<file path="src/rtl/two_port_fifo_pkg.sv">
// Shared helpers for the two_port_fifo slice: address sizing and status flag bundle.
package two_port_fifo_pkg;

   // Ceiling log2; clogb2(32)=5, clogb2(33)=6. Used for pointer and count widths.
   function automatic int unsigned clogb2(input int unsigned value);
      int unsigned r;
      r = 0;
      while ((64'd1 << r) < 64'(value)) begin
         r++;
      end
      return r;
   endfunction

   // Registered FIFO status flags, all derived from the next-state occupancy.
   typedef struct packed {
      logic full;
      logic empty;
      logic almost_full;
      logic almost_empty;
   } fifo_flags_t;

endpackage

</file>
<file path="src/rtl/two_port_fifo_mem.sv">
// twoPortMem: simple dual-port RAM, one write port and one registered read port.
module twoPortMem
   import two_port_fifo_pkg::*;
#(
   parameter int unsigned addresses = 32,
   parameter int unsigned width = 8,
   parameter int unsigned muxFactor = 0,
   localparam int unsigned addressWidth = clogb2(addresses)
) (
   input  logic                    writeClk,
   input  logic                    writeEnable,
   input  logic [addressWidth-1:0] writeAddress,
   input  logic [width-1:0]        writeData,
   input  logic                    readClk,
   input  logic                    readEnable,
   input  logic [addressWidth-1:0] readAddress,
   output logic [width-1:0]        readData
);

   // Array rows hold muxCols words each; depth is rounded up to whole rows.
   localparam int unsigned muxCols = (muxFactor == 0) ? 1 : muxFactor;
   localparam int unsigned rows = (addresses + muxCols - 1) / muxCols;

   logic [width-1:0] mem_q [rows*muxCols];
   logic [width-1:0] read_data_q;

   // Write port: store data at the addressed word when enabled.
   always_ff @(posedge writeClk) begin
      if (writeEnable) begin
         mem_q[writeAddress] <= writeData;
      end
   end

   // Read port: registered read, output holds until the next enabled read.
   always_ff @(posedge readClk) begin
      if (readEnable) begin
         read_data_q <= mem_q[readAddress];
      end
   end

   assign readData = read_data_q;

endmodule

</file>
<file path="src/rtl/two_port_fifo.sv">
// two_port_fifo: single-clock FIFO wrapping twoPortMem with pointers, occupancy,
// full/empty/almost flags, synchronous clear and overflow/underflow pulses.
module two_port_fifo
   import two_port_fifo_pkg::*;
#(
   parameter int unsigned addresses = 32,
   parameter int unsigned width = 8,
   parameter int unsigned muxFactor = 0,
   parameter int unsigned almostFullLevel = addresses - 2,
   parameter int unsigned almostEmptyLevel = 2,
   localparam int unsigned addressWidth = clogb2(addresses),
   localparam int unsigned countWidth = clogb2(addresses + 1)
) (
   input  logic                  clk,
   input  logic                  resetN,
   input  logic                  clear,
   input  logic                  writeEnable,
   input  logic [width-1:0]      writeData,
   input  logic                  readEnable,
   output logic [width-1:0]      readData,
   output logic                  readValid,
   output logic                  full,
   output logic                  empty,
   output logic                  almostFull,
   output logic                  almostEmpty,
   output logic [countWidth-1:0] count,
   output logic                  overflow,
   output logic                  underflow
);

   localparam logic [addressWidth-1:0] LastAddr = addressWidth'(addresses - 1);
   localparam logic [countWidth-1:0]   Depth    = countWidth'(addresses);
   localparam logic                    AfReset  = (almostFullLevel == 0);

   logic                    push_ok, pop_ok;
   logic [addressWidth-1:0] wr_ptr_d, wr_ptr_q, rd_ptr_d, rd_ptr_q;
   logic [countWidth-1:0]   count_d, count_q;
   fifo_flags_t             flags_d, flags_q;
   logic                    read_valid_d, read_valid_q;
   logic                    overflow_d, overflow_q;
   logic                    underflow_d, underflow_q;

   // Acceptance: full/empty block their own request even if the other side is accepted.
   always_comb begin
      push_ok = writeEnable & ~flags_q.full & ~clear;
      pop_ok  = readEnable & ~flags_q.empty & ~clear;
   end

   // Next-state pointers and occupancy; clear wins over any push or pop.
   always_comb begin
      wr_ptr_d = wr_ptr_q;
      rd_ptr_d = rd_ptr_q;
      count_d  = count_q;
      if (clear) begin
         wr_ptr_d = '0;
         rd_ptr_d = '0;
         count_d  = '0;
      end else begin
         if (push_ok) begin
            wr_ptr_d = (wr_ptr_q == LastAddr) ? '0 : wr_ptr_q + 1'b1;
         end
         if (pop_ok) begin
            rd_ptr_d = (rd_ptr_q == LastAddr) ? '0 : rd_ptr_q + 1'b1;
         end
         unique case ({push_ok, pop_ok})
            2'b10:   count_d = count_q + 1'b1;
            2'b01:   count_d = count_q - 1'b1;
            default: count_d = count_q;
         endcase
      end
   end

   // Flags and error pulses computed from next-state occupancy and current requests.
   always_comb begin
      flags_d.full         = (count_d == Depth);
      flags_d.empty        = (count_d == '0);
      flags_d.almost_full  = (32'(count_d) >= almostFullLevel);
      flags_d.almost_empty = (32'(count_d) <= almostEmptyLevel);
      read_valid_d         = pop_ok;
      overflow_d           = writeEnable & flags_q.full & ~clear;
      underflow_d          = readEnable & flags_q.empty & ~clear;
   end

   // Control state registers with asynchronous active-low reset.
   always_ff @(posedge clk or negedge resetN) begin
      if (!resetN) begin
         wr_ptr_q                <= '0;
         rd_ptr_q                <= '0;
         count_q                 <= '0;
         flags_q.full            <= 1'b0;
         flags_q.empty           <= 1'b1;
         flags_q.almost_full     <= AfReset;
         flags_q.almost_empty    <= 1'b1;
         read_valid_q            <= 1'b0;
         overflow_q              <= 1'b0;
         underflow_q             <= 1'b0;
      end else begin
         wr_ptr_q     <= wr_ptr_d;
         rd_ptr_q     <= rd_ptr_d;
         count_q      <= count_d;
         flags_q      <= flags_d;
         read_valid_q <= read_valid_d;
         overflow_q   <= overflow_d;
         underflow_q  <= underflow_d;
      end
   end

   twoPortMem #(
      .addresses (addresses),
      .width     (width),
      .muxFactor (muxFactor)
   ) u_mem (
      .writeClk     (clk),
      .writeEnable  (push_ok),
      .writeAddress (wr_ptr_q),
      .writeData    (writeData),
      .readClk      (clk),
      .readEnable   (pop_ok),
      .readAddress  (rd_ptr_q),
      .readData     (readData)
   );

   assign readValid   = read_valid_q;
   assign full        = flags_q.full;
   assign empty       = flags_q.empty;
   assign almostFull  = flags_q.almost_full;
   assign almostEmpty = flags_q.almost_empty;
   assign count       = count_q;
   assign overflow    = overflow_q;
   assign underflow   = underflow_q;

endmodule

</file>
<file path="config.mk">
export PLATFORM = sky130hd
export DESIGN_NAME = two_port_fifo
export DESIGN_NICKNAME = d
export VERILOG_FILES = /design/src/rtl/two_port_fifo_pkg.sv /design/src/rtl/two_port_fifo_mem.sv /design/src/rtl/two_port_fifo.sv
export SDC_FILE = /design/constraint.sdc
export NUM_CORES = 1
export LEC_CHECK = 0
export CAP_MARGIN = 20
export CORE_UTILIZATION = 61
export DETAILED_ROUTE_END_ITERATION = 10
export GPL_ROUTABILITY_DRIVEN = 1
export PLACE_DENSITY = 0.88
export SETUP_SLACK_MARGIN = 0.3
export SYNTH_ARGS = -nofsm -noshare
export SYNTH_HDL_FRONTEND = slang
export SYNTH_SLANG_ARGS = --single-unit
</file>
<file path="constraint.sdc">
create_clock -name clk -period 3.1 [get_ports clk]
set_input_delay 0.31 -clock clk [delete_from_list [all_inputs] [get_ports clk]]
set_output_delay 0.31 -clock clk [all_outputs]
set_load 0.1 [all_outputs]
</file>
==> run metrics <==
Synth Register Bits=287; Worst R2R Setup Slack=0.42 ns; crit path cell chain=or3b_4 > clkinv_4 > nand2_4 > xnor2_1 > ha_2 > a21o_1 > or3_1 > a21oi_2 > mux2_4 > nor2_4 > a31oi_2 > nor2b_1; Slew HR=34.5%; Max stage delay cell, worst path=dfstp_4; Clock H-tree levels=1; FFs w/ async S/R, synth=8.01%; sequential share of the synthesized area=73.2%; filler cell count=1005; Final period util=86.4%; endpoints failing setup=0; Post-synth top flop=edfxtp_1; Mean Syn Cell Area=17.6 um2; Synth warnings=0; diode count=0; unrepaired setup endpoints after global routing=true; Post-Syn Area=11600 um2; initial DRC count=1054; global placement routability congestion=0.921; Sequential Area=8520 um2; FMAX=373 MHz; Worst-path clk slew=0.05 ns; clock skew=0.0188 ns; Req. time, crit path=3.57 ns; root buffer cell=clkbuf_16; fraction of layout cells with a size suffix above 1=22.7%; area of the multi-input gates=2960 um2; Final ANT Viol Nets=0; Tightest Pin Transition=0.979 ns; status=completed; row count=50; WHS=0.0778 ns; critical path arrival=3.14 ns; Die H=140 um; syn_nets=684; Buf/Inv on CP=1; Area contributors post-synth=edfxtp_1, mux4_2, mux2i_1; CTS tree=built; Crit Reg-Reg Endpoint=full$_DFF_PN0_; die width=140 um; post-layout min period=2.68 ns; first-pass GRT wire length=39.6 mm; I/O pin total=34; Setup crit end kind=register; Startpoint Class=register; Final Hold Viols=0; Syn-to-layout area delta=15.9%; worst-path maximum fanout=4; drt pass-1 iters=8; pin count of the biggest net entering global routing=47; nets=763; vias per inst=6.77; dpl cell area=12500 um2; MaxCap Viol Count=0; clock latency on the worst-skew pair=0.54 ns; final instance area=13500 um2; Setup Crit Path Kind=reg -> reg; IO Port Bufs=33; Hold Crit Class=in -> async; Clock Sinks=287; post-synth top area share=68.2%; cell taking the most area after synthesis=edfxtp_1; reg2reg start=empty$_DFF_PN1_; Max Buffers Root-to-Sink=3; reg2reg path depth=12; Initial Utilization=62.1%; Vias=6738; Core ar.=18700 um2; Synth cell types=51; cell area power density=597 nW/um2; All-Layer GR Usage=27.5%; drt drc=0; cells after synthesis=662; Routed Wire Length=26.2 mm; DP HPWL=15.4 mm; max-slew violations=0; total gr overflow=0; antenna violations before repair=0; drt wl/cell=26.3 um; CP max stage delay=0.47 ns; Die Footprint=19600 um2; Worst IR Drop VDD=0.510 mV; number of synthesized flops with an enable pin=264; total CTS buffers=29; Lkg Pwr=4.33 nW; Top delay family on crit path=simple AND/OR/NAND/NOR gates; vias in the first global route=6750
[layer usage]
layer | share of wire, % | wire length, um | up-vias | GRT usage [%]
li1 | - | - | 2799 | -
met1 | 37 | 9790 | 3343 | 38.1
met2 | 48 | 12700 | 505 | 44.2
met3 | 10 | 2700 | 91 | 4.55
met4 | 3.9 | 1030 | 0 | 11.6
met5 | 0 | 0 | - | 0
[layout make-up]
cell class,instances,share of cell area [%]
clock inverters,13,0.734
well taps,234,2.17
multi-input cells,329,22.0
inverters,7,0.232
repair buffers,87,5.74
clock buffers,39,5.82
flip-flops and latches,287,63.3
[cells by family after synthesis]
logic type	Yosys count	synth area share [%]
buf+inv	46	1.80
mux	100	13.0
compound gates	85	5.37
simple gates	132	5.45
fa+ha+maj	9	0.969
flops	287	73.2
xor+xnor	3	0.226
[worst register-to-register path, delay by kind of cell, from the launching register on]
family / cells / cell delay (ns)
buffers and inverters: 1 / 0.06
AO/OA/AOI/OAI: 3 / 0.42
flip-flops: 1 / 0.47
AND/OR/NAND/NOR: 5 / 1.02
multiplexers: 1 / 0.34
XOR/XNOR: 1 / 0.13
adder cells (fa/ha/maj): 1 / 0.18
[worst max path at each step]
stage                          startpoint              endpoint  cells past startpoint
final                     empty$_DFF_PN1_        full$_DFF_PN0_                     12
after global placement         readEnable       empty$_DFF_PN1_                     13
after detailed placement       readEnable        full$_DFF_PN0_                     13
after CTS                 empty$_DFF_PN1_        full$_DFF_PN0_                     12
after floorplan           empty$_DFF_PN1_        full$_DFF_PN0_                     13
after global routing      empty$_DFF_PN1_  almostFull$_DFF_PN0_                     11
[stage by stage]
| stage | TNS (ns) | total power [W] | std cells | util (%) | worst slack (ns) |
|---|---|---|---|---|---|
| after CTS | 0 | 0.00803 | 994 | 71.6 | 0.344 |
| after global placement | 0 | 0.00484 | 942 | 66.8 | 0.0518 |
| after detailed placement | -0.00807 | 0.00486 | 942 | 66.8 | -0.00807 |
| after global routing | 0 | 0.00824 | 996 | 72.0 | 0.244 |
| final | 0 | 0.00804 | 996 | 72.0 | 0.422 |
| after floorplan | 0 | 0.00467 | 662 | - | 0.257 |
[flip-flops by register name, summed over array words and instances, names as in the netlist]
register / flops
almostEmpty: 1
almostFull: 1
count: 6
empty: 1
full: 1
overflow: 1
rd_ptr_q: 5
readValid: 1
u_mem.mem_q: 256
u_mem.readData: 8
underflow: 1
wr_ptr_q: 5
[Yosys cell counts, drive strengths merged, types with 7 or more instances]
library cell / instances
mux4: 40
nor2: 49
o21ai: 15
nor2b: 13
ha: 9
nand3: 7
dfrtp: 21
nand2: 34
a21oi: 13
buf: 17
o221ai: 34
mux2i: 54
clkbuf: 22
edfxtp: 264
[layout by cell type, fill, tap and decap left out, types with 3 or more instances in the layout]
| cell type | synthesis | final |
|---|---|---|
| nor3_1 | 4 | 4 |
| clkdlybuf4s50_1 | 0 | 25 |
| ha_1 | 9 | 7 |
| mux2_2 | 6 | 5 |
| dfrtp_4 | 0 | 3 |
| mux4_2 | 40 | 40 |
| a21oi_1 | 12 | 11 |
| buf_12 | 0 | 3 |
| dfrtp_1 | 21 | 17 |
| nor2b_1 | 13 | 12 |
| clkinvlp_4 | 0 | 3 |
| clkinv_2 | 0 | 6 |
| nor2_1 | 48 | 46 |
| o22ai_1 | 4 | 4 |
| a31oi_1 | 5 | 4 |
| nand2b_1 | 4 | 3 |
| inv_1 | 6 | 6 |
| a21o_1 | 3 | 3 |
| o311ai_0 | 3 | 3 |
| nand3b_1 | 4 | 4 |
| o221ai_1 | 34 | 34 |
| nand2_1 | 34 | 33 |
| clkbuf_16 | 0 | 29 |
| buf_4 | 4 | 58 |
| clkbuf_1 | 22 | 8 |
| o21ai_0 | 15 | 15 |
| mux2i_1 | 54 | 54 |
| edfxtp_1 | 264 | 264 |
| nand3_1 | 7 | 7 |
[where the power goes]
group	internal (W)	leakage, nW	switching (W)
sequential	0.00426	2.68	0.0000434
combinational	0.000188	1.23	0.000309
clock	0.00185	0.427	0.00139
total	0.00630	4.33	0.00174
[timing repair]
item,CTS,global route
setup endpoints to repair,0,7
hold buffers,0,0
gates resized for setup,0,7
buffers inserted,0,1
(Power assumes the default switching activity.)
